### src/rtl/turn_signal_pkg.sv
// Shared encodings for the tail-light turn-signal controller.
// Holds the mode encodings, the lamp patterns and the sweep lookup.
package turn_signal_pkg;

  typedef enum logic [1:0] {
    MODE_IDLE   = 2'd0,
    MODE_LEFT   = 2'd1,
    MODE_RIGHT  = 2'd2,
    MODE_HAZARD = 2'd3
  } mode_e;

  localparam logic [2:0] PAT_0     = 3'b000;
  localparam logic [2:0] PAT_1     = 3'b001;
  localparam logic [2:0] PAT_2     = 3'b011;
  localparam logic [2:0] PAT_3     = 3'b111;
  localparam logic [2:0] LAMPS_OFF = 3'b000;
  localparam logic [2:0] LAMPS_ON  = 3'b111;

  // Lamps fill outward from the innermost bit.
  function automatic logic [2:0] sweep(
    input logic [1:0] ph
  );
    logic [2:0] p;
    unique case (ph)
      2'd0:    p = PAT_0;
      2'd1:    p = PAT_1;
      2'd2:    p = PAT_2;
      default: p = PAT_3;
    endcase
    return p;
  endfunction

endpackage

### src/rtl/turn_signal_controller_if.sv
// Request/lamp bundle between the switches and the lamp controller.
// slave: controller side (requests in, lamps/mode/tick out); master: driver side.
interface turn_signal_controller_if;
  import turn_signal_pkg::*;

  logic       left_req;
  logic       right_req;
  logic       hazard_req;
  logic       brake;
  logic [2:0] lights_left;
  logic [2:0] lights_right;
  mode_e      mode;
  logic       tick;

  modport master (
    output left_req,
    output right_req,
    output hazard_req,
    output brake,
    input  lights_left,
    input  lights_right,
    input  mode,
    input  tick
  );

  modport slave (
    input  left_req,
    input  right_req,
    input  hazard_req,
    input  brake,
    output lights_left,
    output lights_right,
    output mode,
    output tick
  );

endinterface

### src/rtl/tick_prescaler.sv
// Sweep timebase: counts 0..TICK_DIV-1, tick high on the last count.
// Ports: clock, reset_n (async low), clear (restart at 0), tick (strobe).
module tick_prescaler #(
  parameter int TICK_DIV = 12_500_000
) (
  input  logic clock,
  input  logic reset_n,
  input  logic clear,
  output logic tick
);

  localparam int W = $clog2(TICK_DIV);
  localparam logic [W-1:0] LAST = W'(TICK_DIV - 1);

  logic [W-1:0] r_count;

  always_ff @(posedge clock or negedge reset_n) begin
    if (!reset_n) begin
      r_count <= '0;
    end else if (clear || r_count == LAST) begin
      r_count <= '0;
    end else begin
      r_count <= r_count + W'(1);
    end
  end

  assign tick = (r_count == LAST);

endmodule

### src/rtl/turn_signal_controller.sv
// Tail-light mode arbiter and sweep sequencer, 3 lamps per side.
// Ports: clock, reset_n (async low), bus (turn_signal_controller_if.slave).
module turn_signal_controller
  import turn_signal_pkg::*;
#(
  parameter int TICK_DIV = 12_500_000,
  parameter bit SYNC_EN  = 1'b1
) (
  input  logic                      clock,
  input  logic                      reset_n,
  turn_signal_controller_if.slave   bus
);

  // {brake, hazard, right, left}
  logic [3:0] w_req;
  logic [3:0] w_req_s;

  assign w_req = {bus.brake, bus.hazard_req,
                  bus.right_req, bus.left_req};

  generate
    if (SYNC_EN) begin : g_sync
      logic [3:0] r_meta;
      logic [3:0] r_sync;

      always_ff @(posedge clock or negedge reset_n) begin
        if (!reset_n) begin
          r_meta <= '0;
          r_sync <= '0;
        end else begin
          r_meta <= w_req;
          r_sync <= r_meta;
        end
      end

      assign w_req_s = r_sync;
    end else begin : g_nosync
      assign w_req_s = w_req;
    end
  endgenerate

  logic w_left_s;
  logic w_right_s;
  logic w_haz_s;
  logic w_brake_s;

  assign w_left_s  = w_req_s[0];
  assign w_right_s = w_req_s[1];
  assign w_haz_s   = w_req_s[2];
  assign w_brake_s = w_req_s[3];

  mode_e      r_state;
  mode_e      w_next;
  logic       w_mode_chg;
  logic       w_tick;
  logic [1:0] r_phase;

  always_ff @(posedge clock or negedge reset_n) begin
    if (!reset_n) begin
      r_state <= MODE_IDLE;
    end else begin
      r_state <= w_next;
    end
  end

  // Conditions are made mutually exclusive so hazard wins.
  always_comb begin
    w_next = MODE_IDLE;
    unique case (1'b1)
      (w_haz_s | (w_left_s & w_right_s)):
        w_next = MODE_HAZARD;
      (!w_haz_s & w_left_s & !w_right_s):
        w_next = MODE_LEFT;
      (!w_haz_s & !w_left_s & w_right_s):
        w_next = MODE_RIGHT;
      default:
        w_next = MODE_IDLE;
    endcase
  end

  // A mode change restarts both the timebase and the pattern.
  assign w_mode_chg = (w_next != r_state);

  tick_prescaler #(
    .TICK_DIV (TICK_DIV)
  ) u_prescaler (
    .clock   (clock),
    .reset_n (reset_n),
    .clear   (w_mode_chg),
    .tick    (w_tick)
  );

  always_ff @(posedge clock or negedge reset_n) begin
    if (!reset_n) begin
      r_phase <= 2'd0;
    end else if (w_mode_chg || r_state == MODE_IDLE) begin
      r_phase <= 2'd0;
    end else if (w_tick) begin
      r_phase <= r_phase + 2'd1;
    end
  end

  logic [2:0] w_brk;
  logic [2:0] w_ll_d;
  logic [2:0] w_lr_d;

  assign w_brk = w_brake_s ? LAMPS_ON : LAMPS_OFF;

  always_comb begin
    w_ll_d = LAMPS_OFF;
    w_lr_d = LAMPS_OFF;
    unique case (r_state)
      MODE_LEFT: begin
        w_ll_d = sweep(r_phase);
        w_lr_d = w_brk;
      end
      MODE_RIGHT: begin
        w_ll_d = w_brk;
        w_lr_d = sweep(r_phase);
      end
      MODE_HAZARD: begin
        w_ll_d = r_phase[0] ? LAMPS_ON : LAMPS_OFF;
        w_lr_d = r_phase[0] ? LAMPS_ON : LAMPS_OFF;
      end
      default: begin
        w_ll_d = w_brk;
        w_lr_d = w_brk;
      end
    endcase
  end

  logic [2:0] r_lights_left;
  logic [2:0] r_lights_right;
  mode_e      r_mode;

  always_ff @(posedge clock or negedge reset_n) begin
    if (!reset_n) begin
      r_lights_left  <= LAMPS_OFF;
      r_lights_right <= LAMPS_OFF;
      r_mode         <= MODE_IDLE;
    end else begin
      r_lights_left  <= w_ll_d;
      r_lights_right <= w_lr_d;
      r_mode         <= r_state;
    end
  end

  assign bus.lights_left  = r_lights_left;
  assign bus.lights_right = r_lights_right;
  assign bus.mode         = r_mode;
  assign bus.tick         = w_tick;

endmodule
### src/flat_wrapper.sv
// flat-port wrapper written by rule: the top's interface ports become plain ports
module turn_signal_controller_flat import turn_signal_pkg::*;
#(
  parameter int TICK_DIV = 12_500_000,
  parameter bit SYNC_EN  = 1'b1
)
  (clock, reset_n, bus_left_req, bus_right_req, bus_hazard_req, bus_brake, bus_lights_left, bus_lights_right, bus_mode, bus_tick);
  turn_signal_controller_if bus_i ();
  input  logic clock;
  input  logic reset_n;
  input wire logic [$bits(bus_i.left_req)-1:0] bus_left_req;
  input wire logic [$bits(bus_i.right_req)-1:0] bus_right_req;
  input wire logic [$bits(bus_i.hazard_req)-1:0] bus_hazard_req;
  input wire logic [$bits(bus_i.brake)-1:0] bus_brake;
  output wire logic [$bits(bus_i.lights_left)-1:0] bus_lights_left;
  output wire logic [$bits(bus_i.lights_right)-1:0] bus_lights_right;
  output wire logic [$bits(bus_i.mode)-1:0] bus_mode;
  output wire logic [$bits(bus_i.tick)-1:0] bus_tick;
  assign bus_i.left_req = bus_left_req;
  assign bus_i.right_req = bus_right_req;
  assign bus_i.hazard_req = bus_hazard_req;
  assign bus_i.brake = bus_brake;
  assign bus_lights_left = bus_i.lights_left;
  assign bus_lights_right = bus_i.lights_right;
  assign bus_mode = bus_i.mode;
  assign bus_tick = bus_i.tick;
  turn_signal_controller #(.TICK_DIV(TICK_DIV), .SYNC_EN(SYNC_EN)) u_core (.clock(clock), .reset_n(reset_n), .bus(bus_i));
endmodule
### config.mk
export PLATFORM = sky130hd
export DESIGN_NAME = turn_signal_controller_flat
export DESIGN_NICKNAME = d
export VERILOG_FILES = /design/src/rtl/turn_signal_pkg.sv /design/src/rtl/turn_signal_controller_if.sv /design/src/rtl/tick_prescaler.sv /design/src/rtl/turn_signal_controller.sv /design/src/flat_wrapper.sv
export SDC_FILE = /design/constraint.sdc
export NUM_CORES = 1
export LEC_CHECK = 0
export BUFFER_PORTS_ARGS = -buffer_cell sky130_fd_sc_hd__buf_4
export CAP_MARGIN = 15
export CORE_ASPECT_RATIO = 2
export CORE_MARGIN = 2
export CORE_UTILIZATION = 40
export DETAILED_ROUTE_END_ITERATION = 8
export SETUP_SLACK_MARGIN = 0.1
export SLEW_MARGIN = 20
export SYNTH_ARGS = -nofsm -noshare
export SYNTH_HDL_FRONTEND = slang
export SYNTH_SLANG_ARGS = --single-unit
### constraint.sdc
create_clock -name clock -period 2.16 [get_ports clock]
set_clock_uncertainty 0.1 [all_clocks]
set_input_delay 0.432 -clock clock [delete_from_list [all_inputs] [get_ports clock]]
set_output_delay 0.432 -clock clock [all_outputs]
set_load 0.01 [all_outputs]
Yosys cells after proc, flatten, opt, wreduce, memory -nomap -nowiden
Index checks and enable logic that the tools add are counted.
- bitwise logic cells: 6
- add/sub/neg operators: 2
- equality and inequality tests: 7
- reductions and logical operators: 8
- mux-type cells: 9
- operators with widths (operator ; count):
    adder 24 x 1 -> 24 bit (second input constant) ; 1
    == test 24 bit (second input constant) ; 1
    two-way mux 24 bit ; 1
    case mux 3 bit (2 select lines) ; 2
    case mux 3 bit (3 select lines) ; 1
    == test 2 bit (second input constant) ; 3
    two-way mux 3 bit ; 2
    case mux 2 bit (3 select lines) ; 1
    bitwise AND 1 bit ; 5
    == test 2 x 1 -> 1 bit (second input constant) ; 2
    zero test 2 bit ; 2
    two-way mux 2 bit ; 2
    zero test 1 bit ; 3
    adder 2 x 1 -> 2 bit (second input constant) ; 1
    logical OR 1 bit ; 2
    != test 2 bit ; 1
    nonzero test 2 bit ; 1
    bitwise OR 1 bit ; 1
- input port bits: 6
- register bits: 44
- output and inout bits: 9
- logic and storage cells: 40

Depth between registers and ports, before layout
Gate-level depths: netlist of the first run.
- depth in word-level cells: 7
- gate-level depth with buffers: 6
- mapped depth without buffers: 5

Cells and area by module
A second synthesis of the first run with hierarchy kept.
- cell total of the unflattened synthesis: 195
- area, all modules: 2057.0 sq um
- by module, submodules not included (module ; area each (sq um) ; times used ; cells each ; seq. area each (sq um)):
    tick_prescaler ; 1308.8 ; 1 ; 137 ; 600.6
    turn_signal_controller ; 748.2 ; 1 ; 58 ; 500.5

Least setup slack after synthesis of the first run
OpenSTA, ideal clock, no wires.
- kind: reg2out
- start: reg u_core.u_prescaler.r_count[0]
- end: out bus_tick
- stages on the path, launching flop included: 5
- buffers on the path: 0
- slack: 360 ps
- data required time: 1628 ps
- arrival time: 1268 ps
- path through: dfrtp_1 > ha_1 > nand4_1 > or3_1 > nor2_1
- word-level cells in the longest chain between the ends: 1
- ends and longest elaborated chain (element ; RTL line ; source):
    start: declaration ; tick_prescaler.sv:15 ; logic [W-1:0] r_count;
    start signal: assignment ; tick_prescaler.sv:23 ; r_count <= r_count + W'(1);
    == test 24 bit ; tick_prescaler.sv:27 ; assign tick = (r_count == LAST);
    end: declaration ; flat_wrapper.sv:18 ; output wire logic [$bits(bus_i.tick)-1:0] bus_tick;
Every way passes these cells.

Worst setup path in the final report of the first run
- start: reg u_core.u_prescaler.r_count[16]
- end: out bus_tick
Same word-level chain as after synthesis.

==> results of run 1 <==
==> worst max-delay path: cells and delay by family (launching register included) <==
kind	cells	cell delay, ns
AND/OR/NAND/NOR	3	0.68
buffers and inverters	1	0.12
flip-flops	1	0.44
==> power by group through the flow <==
stage / registers, mW / clock network [mW] / logic, mW
finish: 0.862 / 0.630 / 0.0997
global route: 0.867 / 0.683 / 0.115
CTS: 0.862 / 0.651 / 0.102
detailed placement: 0.880 / 0 / 0.0924
global placement: 0.879 / 0 / 0.0914
floorplan: 0.878 / 0 / 0.0435
==> layout by cell type (no fill, tap or decap), types with 3 or more instances in the layout <==
cell type	synthesis	layout
nand3_1	7	7
ha_1	4	3
xor2_1	11	11
nor2_1	17	16
clkbuf_8	0	5
and4_1	6	5
a21oi_1	12	12
or3_1	7	6
or4_1	4	4
o21ai_0	15	15
nand4_1	12	12
o31ai_1	4	4
nor3_1	5	5
buf_4	3	31
dfrtp_1	44	43
inv_1	8	8
nand2_1	6	6
==> flip-flops by register name, indices dropped and copies added (netlist names) <==
name                        flops
u_core.r_phase                  2
u_core.bus.lights_left          3
u_core.bus.lights_right         3
u_core.u_prescaler.r_count     24
u_core.bus.mode                 2
u_core.g_sync.r_meta            4
u_core.r_state                  2
u_core.g_sync.r_sync            4
==> cell usage after synthesis, types with 3 or more instances <==
| cell type | n | area, um2 |
|---|---|---|
| or3_1 | 7 | 43.8 |
| dfrtp_1 | 44 | 1100 |
| clkbuf_1 | 4 | 15.0 |
| buf_4 | 3 | 22.5 |
| nor2_1 | 17 | 63.8 |
| o31ai_1 | 4 | 30.0 |
| a21oi_1 | 12 | 60.1 |
| o21ai_0 | 15 | 75.1 |
| xor2_1 | 11 | 96.3 |
| nand2_1 | 6 | 22.5 |
| nor3_1 | 5 | 25.0 |
| or4_1 | 4 | 30.0 |
| nand4_1 | 12 | 75.1 |
| ha_1 | 4 | 50.1 |
| nand3_1 | 7 | 35.0 |
| inv_1 | 8 | 30.0 |
| and4_1 | 6 | 52.6 |
==> cell type report <==
class / count / area share (%)
sequential: 44 / 45.6
multi-input combinational: 130 / 36.0
timing repair buffer: 31 / 9.63
tap: 57 / 2.95
clock buffer: 5 / 2.85
clock inverter: 3 / 1.76
inverter: 8 / 1.24
==> repair_timing <==
item | in CTS | in global routing
pin swaps | 5 | 2
resized for setup | 6 | 2
endpoints found under the setup margin | 1 | 3
gates cloned | 0 | 0
buffers inserted | 6 | 3
==> how the worst min path moves through the flow <==
| stage | startpoint | to | slack (ns) | cells after the start |
|---|---|---|---|---|
| finish | reset_n | u_core.u_prescaler.r_count[18]$_DFF_PN0_ | 0.006 | 1 |
| global route | reset_n | u_core.u_prescaler.r_count[21]$_DFF_PN0_ | 0.06 | 1 |
| floorplan | reset_n | u_core.bus.lights_left[0]$_DFF_PN0_ | 0.04 | 0 |
| CTS | reset_n | u_core.u_prescaler.r_count[8]$_DFF_PN0_ | 0.03 | 1 |
| global placement | u_core.g_sync.r_meta[0]$_DFF_PN0_ | u_core.g_sync.r_sync[0]$_DFF_PN0_ | 0.23 | 0 |
| detailed placement | u_core.g_sync.r_meta[3]$_DFF_PN0_ | u_core.g_sync.r_sync[3]$_DFF_PN0_ | 0.24 | 0 |
==> cell families after synthesis <==
kind of cell	count (synthesis)	synth area share [%]
xor+xnor	13	5.61
simple gates	76	22.4
mux	2	0.987
compound gates	35	9.81
fa+ha+maj	4	2.47
buf+inv	17	4.44
flops	44	54.3
==> per-layer routing <==
metal,routed length (um),vias up,track usage (%)
met5,0,-,0
met2,2260,24,28.3
met3,145,5,4.71
li1,-,748,-
met1,1580,755,19.5
met4,82,0,7.50
==> run summary, run 1 <==
library cells used by synthesis: 31
P_int: 1.23 mW
Worst Reg-to-Reg Cells: 5
Layout Cells excl Fill: 278
setup slack after layout: 0.0821 ns
Vias/cell: 5.51
area of the multi-input gates: 870 um2
Critical Path Start: u_core.u_prescaler.r_count[16]$_DFF_PN0_
Area growth syn-to-layout: 19.2%
kind of critical path: reg -> out
final worst path period share: 96.2%
global-route usage over all layers: 17.1%
Sw Share: 22.7%
syn_area_per_cell: 10.6 um2
# DRC: 0
max cap viols: 0
root buffer cell: clkbuf_8
total area of sequential cells: 1100 um2
vias in the first global route: 1500
largest net degree at the start of global routing: 45
Reg-to-Reg End: u_core.u_prescaler.r_count[23]$_DFF_PN0_
clk buf depth: 2
TNS Setup: 0 ns
Clk pwr share: 39.6%
critical path launch point type: flop
fin area: 2420 um2
Total Wirelength: 4.07 mm
worst path required time: 1.63 ns
CTS H-tree depth: 2
CTS tree: built
EDFF count, synth: 0
nets@finish: 230
initial drt markers: 48
die width: 54.4 um
max incr delay on CP: 0.44 ns
CTS Sinks: 44
Critical R2R Launch: u_core.u_prescaler.r_count[16]$_DFF_PN0_
ratio of cells with drive above 1 in the final layout: 23.1%
Critical Path Sink: bus_tick
placed wire-length estimate: 2.81 mm
initial antenna violation count: 0
PD cells: 659 nW/um2
Synth Instances: 191
Max Slew Vio Count: 0
P_sw: 0.361 mW
clk slew on worst S/H paths: 0.08 ns
slowest CP cell: dfrtp_1
die height: 105 um
Num CTS Buffers: 5
VDD IR max: 0.000565 V
total chip power: 1.59 mW
critical path, cell by cell: nor4b_2 > nand4_1 > nor2_2 > buf_4
pre-CTS setup slack: 0.208 ns
Synth Flop Type: dfrtp_1
global-route wire length before repair: 7.07 mm
Sequential Power Share: 54.2%
slack of the worst reg-to-reg path: 0.26 ns
Initial Util: 41.7%
Hold WS: 0.00578 ns
Tmin final: 2.08 ns
# fillers: 459
DR pass1 iterations: 5
Synth Register Bits: 44
Skew-Pair Late Insertion Delay: 0.30 ns
Hold Vio Cnt, Final: 0
dpl cells: 261
cts hold-fix bufs: 0
Post-DP Area: 2200 um2
total gr overflow: 0
number of diodes: 0
Final Util: 49.7%
I/O Buffers: 14
Ys Warns: 0
async set-or-reset flop fraction in the synthesized netlist: 100%
IO Pins: 15
die area: 5690 um2
Core Area: 4860 um2
unrepaired setup endpoints after global routing: yes
Least-Margin Pin Slew: 0.555 ns
FMAX: 481 MHz
critical-path maximum fanout: 5
vias: 1532
status: complete, no violations
Comb power frac: 6.3%
routed len/inst: 14.6 um
final setup fails: 0
Critical Path End Type: primary output
Critical Path AT: 1.55 ns
row count: 36
netlist area before placement: 2030 um2
routability-driven placement congestion ratio: 0.816
Detail Route Antenna Nets: 0
Pleak: 1.05 nW
Seq/Total Area, Yosys: 54.3%
worst hold path type: in -> async
syn nets: 201
Slew headroom: 63.0%
No activity file was read; power rests on OpenSTA's default activity.
==> inputs of run 2 (changes only) <==
--- a/config.mk
+++ b/config.mk
@@ -11,6 +11,7 @@
 export CORE_MARGIN = 2
 export CORE_UTILIZATION = 40
 export DETAILED_ROUTE_END_ITERATION = 8
+export PLACE_DENSITY_LB_ADDON = 0.05
 export SETUP_SLACK_MARGIN = 0.1
 export SLEW_MARGIN = 20
 export SYNTH_ARGS = -nofsm -noshare
==> run 2 against run 1 <==
Via count up 2.2%. Global-route usage increased by 0.68 points. Utilization up 0.051 points. Wire length grew 10%. Combinational power up 9%. Sequential share of layout area down 0.099 points. Sequential cell count stayed put. Sequential power about the same. Clock-buffer cell count rose by 1. Power is 5.3% lower. Critical path depth unchanged. Critical endpoint unchanged. Highest routed layer unchanged.
==> run summary, run 2 (synthesis gave the netlist of run 1 again) <==
clk slew on worst S/H paths: 0.08 ns
I/O Buffers: 14
critical-path maximum fanout: 5
Biggest register: u_core.u_prescaler.r_count
P_sw: 0.357 mW
Area growth syn-to-layout: 19.3%
IO Pins: 15
status: complete, no violations
clk buf depth: 2
largest net degree at the start of global routing: 45
critical path, cell by cell: nand4_1 > or3_4 > nor2_2 > buf_4
worst path required time: 1.63 ns
slack of the worst reg-to-reg path: 0.24 ns
die width: 54.4 um
Sw Share: 23.7%
Skew-Pair Late Insertion Delay: 0.30 ns
Total Wirelength: 4.49 mm
cts hold-fix bufs: 0
P_int: 1.15 mW
Buf/Inv on CP: 1
max cap viols: 0
critical path launch point type: flop
unrepaired setup endpoints after global routing: yes
Worst Reg-to-Reg Cells: 5
global-route wire length before repair: 7.49 mm
VDD IR max: 0.000371 V
slowest CP cell: dfrtp_1
CTS Sinks: 44
Comb power frac: 7.2%
global-route usage over all layers: 17.8%
row count: 36
Critical R2R Launch: u_core.u_prescaler.r_count[5]$_DFF_PN0_
vias: 1565
Detail Route Antenna Nets: 0
Sequential Power Share: 57.3%
nets@finish: 229
final worst path period share: 95.7%
worst hold path type: in -> async
Clk pwr share: 35.5%
Critical Path End Type: primary output
Critical Path AT: 1.53 ns
Num CTS Buffers: 5
kind of critical path: reg -> out
die area: 5690 um2
TNS Setup: 0 ns
ratio of cells with drive above 1 in the final layout: 21.8%
Tmin final: 2.07 ns
PD cells: 623 nW/um2
Slew headroom: 63.0%
largest registers: u_core.u_prescaler.r_count (24), u_core.g_sync.r_meta (4), u_core.g_sync.r_sync (4)
CTS tree: built
initial antenna violation count: 0
DR pass1 iterations: 5
CTS H-tree depth: 2
number of diodes: 0
root buffer cell: clkbuf_8
Max Slew Vio Count: 0
Core Area: 4860 um2
FMAX: 484 MHz
vias in the first global route: 1606
Hold Vio Cnt, Final: 0
delay-heaviest family, CP: simple AND/OR/NAND/NOR gates
routability-driven placement congestion ratio: 0.770
Reg-to-Reg End: u_core.u_prescaler.r_count[22]$_DFF_PN0_
# DRC: 0
fin area: 2420 um2
initial drt markers: 31
Least-Margin Pin Slew: 0.556 ns
Pleak: 1.05 nW
final setup fails: 0
routed len/inst: 16.2 um
total gr overflow: 0
Initial Util: 41.7%
max FFs per register: 24
most common cell after layout, fill and taps aside: dfrtp_1
Post-DP Area: 2220 um2
most frequent cells in the layout: dfrtp_1 (44), buf_4 (29), nor2_1 (16), o21ai_0 (15)
die height: 105 um
Vias/cell: 5.65
max incr delay on CP: 0.42 ns
placed wire-length estimate: 3.10 mm
-- run 2: repair_timing --
action / 4_1_cts / 5_1_grt
setup endpoints to repair: 1 / 2
resized for setup: 6 / 2
gates cloned: 0 / 0
endpoints found under the hold margin: 0 / 0
pin swaps: 4 / 0
buffers inserted: 7 / 0
-- run 2: layer usage --
layer	GRT usage [%]	wire (um)
met4	8.21	106
met3	3.00	118
met1	20.0	1740
met5	0	0
met2	30.6	2530
-- run 2: power groups by stage --
stage | sequential (mW) | combinational, mW | clock [mW]
finish | 0.863 | 0.109 | 0.535
global route | 0.867 | 0.121 | 0.594
CTS | 0.863 | 0.112 | 0.550
detailed placement | 0.879 | 0.101 | 0
global placement | 0.877 | 0.0977 | 0
floorplan | 0.878 | 0.0435 | 0
-- run 2: metrics by stage --
step / total power [mW] / setup slack, ns / util, % / instances / hold WS, ns
2_1_floorplan: 0.922 / 0.360 / - / 191 / 0.0364
3_5_place_dp: 0.980 / 0.196 / 45.7 / 262 / 0.237
3_3_place_gp: 0.975 / 0.222 / 45.7 / 262 / 0.234
4_1_cts: 1.53 / 0.0967 / 49.4 / 277 / 0.0431
6_report: 1.51 / 0.0931 / 49.7 / 277 / 0.0140
5_1_grt: 1.58 / 0.0107 / 49.7 / 277 / 0.0655
-- run 2: worst max path at each step --
| stage | to | start | slack [ns] | depth (start not counted) |
|---|---|---|---|---|
| floorplan | bus_tick | u_core.u_prescaler.r_count[0]$_DFF_PN0_ | 0.36 | 4 |
| global placement | bus_tick | u_core.u_prescaler.r_count[0]$_DFF_PN0_ | 0.22 | 5 |
| detailed placement | bus_tick | u_core.u_prescaler.r_count[0]$_DFF_PN0_ | 0.20 | 5 |
| CTS | bus_tick | u_core.u_prescaler.r_count[1]$_DFF_PN0_ | 0.1 | 5 |
| global route | bus_tick | u_core.u_prescaler.r_count[1]$_DFF_PN0_ | 0.01 | 5 |
| finish | bus_tick | u_core.u_prescaler.r_count[18]$_DFF_PN0_ | 0.09 | 4 |
-- run 2: final cells by class --
cell class | count | area, um2
clock buffers | 6 | 82.6
clock inverters | 2 | 10.0
fillers | 466 | 2440
inverters | 8 | 30.0
multi-input cells | 130 | 887
flip-flops and latches | 44 | 1100
well taps | 57 | 71.3
repair buffers | 30 | 238
==> inputs of run 3 (changes only) <==
--- a/config.mk
+++ b/config.mk
@@ -7,10 +7,13 @@
 export LEC_CHECK = 0
 export BUFFER_PORTS_ARGS = -buffer_cell sky130_fd_sc_hd__buf_4
 export CAP_MARGIN = 15
+export CELL_PAD_IN_SITES_DETAIL_PLACEMENT = 1
+export CELL_PAD_IN_SITES_GLOBAL_PLACEMENT = 1
 export CORE_ASPECT_RATIO = 2
 export CORE_MARGIN = 2
 export CORE_UTILIZATION = 40
 export DETAILED_ROUTE_END_ITERATION = 8
+export MAX_ROUTING_LAYER = met4
 export PLACE_DENSITY_LB_ADDON = 0.05
 export SETUP_SLACK_MARGIN = 0.1
 export SLEW_MARGIN = 20
==> run 3 against run 2 <==
Combinational power up 8%. Highest routed layer unchanged. Global-route usage up 3.2 points. Final cell count up 0.36%. First-iteration DRC count down 29%. Clock power up 20%. Design area up 0.93%.
==> run summary, run 3 (synthesis gave the netlist of run 1 again) <==
status: complete, no violations
P_sw: 0.375 mW
worst path required time: 1.63 ns
final setup fails: 0
final worst path period share: 96.3%
slack of the worst reg-to-reg path: 0.17 ns
DR pass1 iterations: 4
setup slack after layout: 0.0808 ns
routed len/inst: 18.1 um
global-route usage over all layers: 20.9%
most common cell after layout, fill and taps aside: dfrtp_1
ratio of cells with drive above 1 in the final layout: 22.2%
Biggest register: u_core.u_prescaler.r_count
global-route wire length before repair: 8.42 mm
Hold Vio Cnt, Final: 0
critical-path maximum fanout: 2
initial drt markers: 22
I/O Buffers: 14
clk slew on worst S/H paths: 0.09 ns
Critical R2R Launch: u_core.u_prescaler.r_count[5]$_DFF_PN0_
Post-DP Area: 2240 um2
Comb power frac: 7.3%
PD cells: 664 nW/um2
vias in the first global route: 1818
Reg-to-Reg End: u_core.u_prescaler.r_count[22]$_DFF_PN0_
Critical Path AT: 1.55 ns
max FFs per register: 24
total gr overflow: 0
Tmin final: 2.08 ns
Pleak: 1.07 nW
Sw Share: 23.1%
Area growth syn-to-layout: 20.4%
Vias/cell: 5.83
IO Pins: 15
die height: 105 um
Clk pwr share: 39.6%
CTS tree: built
Total Wirelength: 5.02 mm
Critical Path End Type: primary output
FMAX: 481 MHz
Sequential Power Share: 53.2%
most frequent cells in the layout: dfrtp_1 (44), buf_4 (30), nor2_1 (16), o21ai_0 (15)
CTS Sinks: 44
worst hold path type: in -> async
clk buf depth: 2
Skew-Pair Late Insertion Delay: 0.31 ns
vias: 1620
Final Util: 50.2%
Max Slew Vio Count: 0
max cap viols: 0
Initial Util: 41.7%
initial antenna violation count: 0
Least-Margin Pin Slew: 0.567 ns
Num CTS Buffers: 5
pre-CTS setup slack: 0.209 ns
number of diodes: 0
CTS H-tree depth: 2
largest registers: u_core.u_prescaler.r_count (24), u_core.g_sync.r_meta (4), u_core.g_sync.r_sync (4)
unrepaired setup endpoints after global routing: yes
largest net degree at the start of global routing: 45
VDD IR max: 0.000629 V
Detail Route Antenna Nets: 0
row count: 36
kind of critical path: reg -> out
nets@finish: 230
root buffer cell: clkbuf_8
Worst Reg-to-Reg Cells: 5
placed wire-length estimate: 3.64 mm
critical path launch point type: flop
die area: 5690 um2
routability-driven placement congestion ratio: 0.757
die width: 54.4 um
Slew headroom: 62.2%
P_int: 1.25 mW
Core Area: 4860 um2
fin area: 2440 um2
# DRC: 0
run 3: cell type report:
cell class | instances | area (um2)
fillers | 556 | 2420
flip-flops and latches | 44 | 1100
inverters | 8 | 30.0
repair buffers | 31 | 245
clock inverters | 3 | 47.5
clock buffers | 5 | 68.8
well taps | 57 | 71.3
multi-input cells | 130 | 878
run 3: how the worst max path moves through the flow:
| stage | from | to | slack (ns) |
|---|---|---|---|
| detailed placement | u_core.u_prescaler.r_count[0]$_DFF_PN0_ | bus_tick | 0.21 |
| global route | u_core.u_prescaler.r_count[1]$_DFF_PN0_ | bus_tick | -0.004 |
| CTS | u_core.u_prescaler.r_count[0]$_DFF_PN0_ | bus_tick | 0.04 |
| finish | u_core.u_prescaler.r_count[0]$_DFF_PN0_ | bus_tick | 0.08 |
| floorplan | u_core.u_prescaler.r_count[0]$_DFF_PN0_ | bus_tick | 0.36 |
| global placement | u_core.u_prescaler.r_count[0]$_DFF_PN0_ | bus_tick | 0.23 |
run 3: repair_timing:
action | CTS | global route
pin swaps | 4 | 3
endpoints found under the setup margin | 1 | 1
gates resized for setup | 5 | 2
hold buffers | 0 | 0
buffers inserted | 5 | 1
run 3: power by group through the flow:
stage / Sequential [mW] / Clock, mW / Combinational (mW)
floorplan: 0.878 / 0 / 0.0435
global placement: 0.876 / 0 / 0.102
detailed placement: 0.878 / 0 / 0.107
CTS: 0.863 / 0.665 / 0.118
global route: 0.865 / 0.705 / 0.134
finish: 0.862 / 0.642 / 0.118
run 3: per-stage QoR:
stage | total power, mW | hold slack (ns) | cells | TNS [ns]
2_1_floorplan | 0.922 | 0.0364 | 191 | 0
3_3_place_gp | 0.977 | 0.234 | 264 | 0
3_5_place_dp | 0.985 | 0.242 | 264 | 0
4_1_cts | 1.65 | 0.0341 | 277 | 0
5_1_grt | 1.70 | 0.0499 | 278 | -0.00404
6_report | 1.62 | 0.0106 | 278 | 0
run 3: critical path: stages, from the launching register on:
cell     delay [ns]
dfrtp_1        0.41
ha_4           0.15
nand4_1        0.09
or3_4          0.39
nor2_2         0.08
buf_4          0.12
run 3: routing by layer:
metal	up-vias	share of wire, %	track usage, %
met3	14	2.5	4.71
met2	31	58	36.1
met1	828	35	20.9
met5	-	0	-
met4	0	4.0	10.0
li1	747	-	-
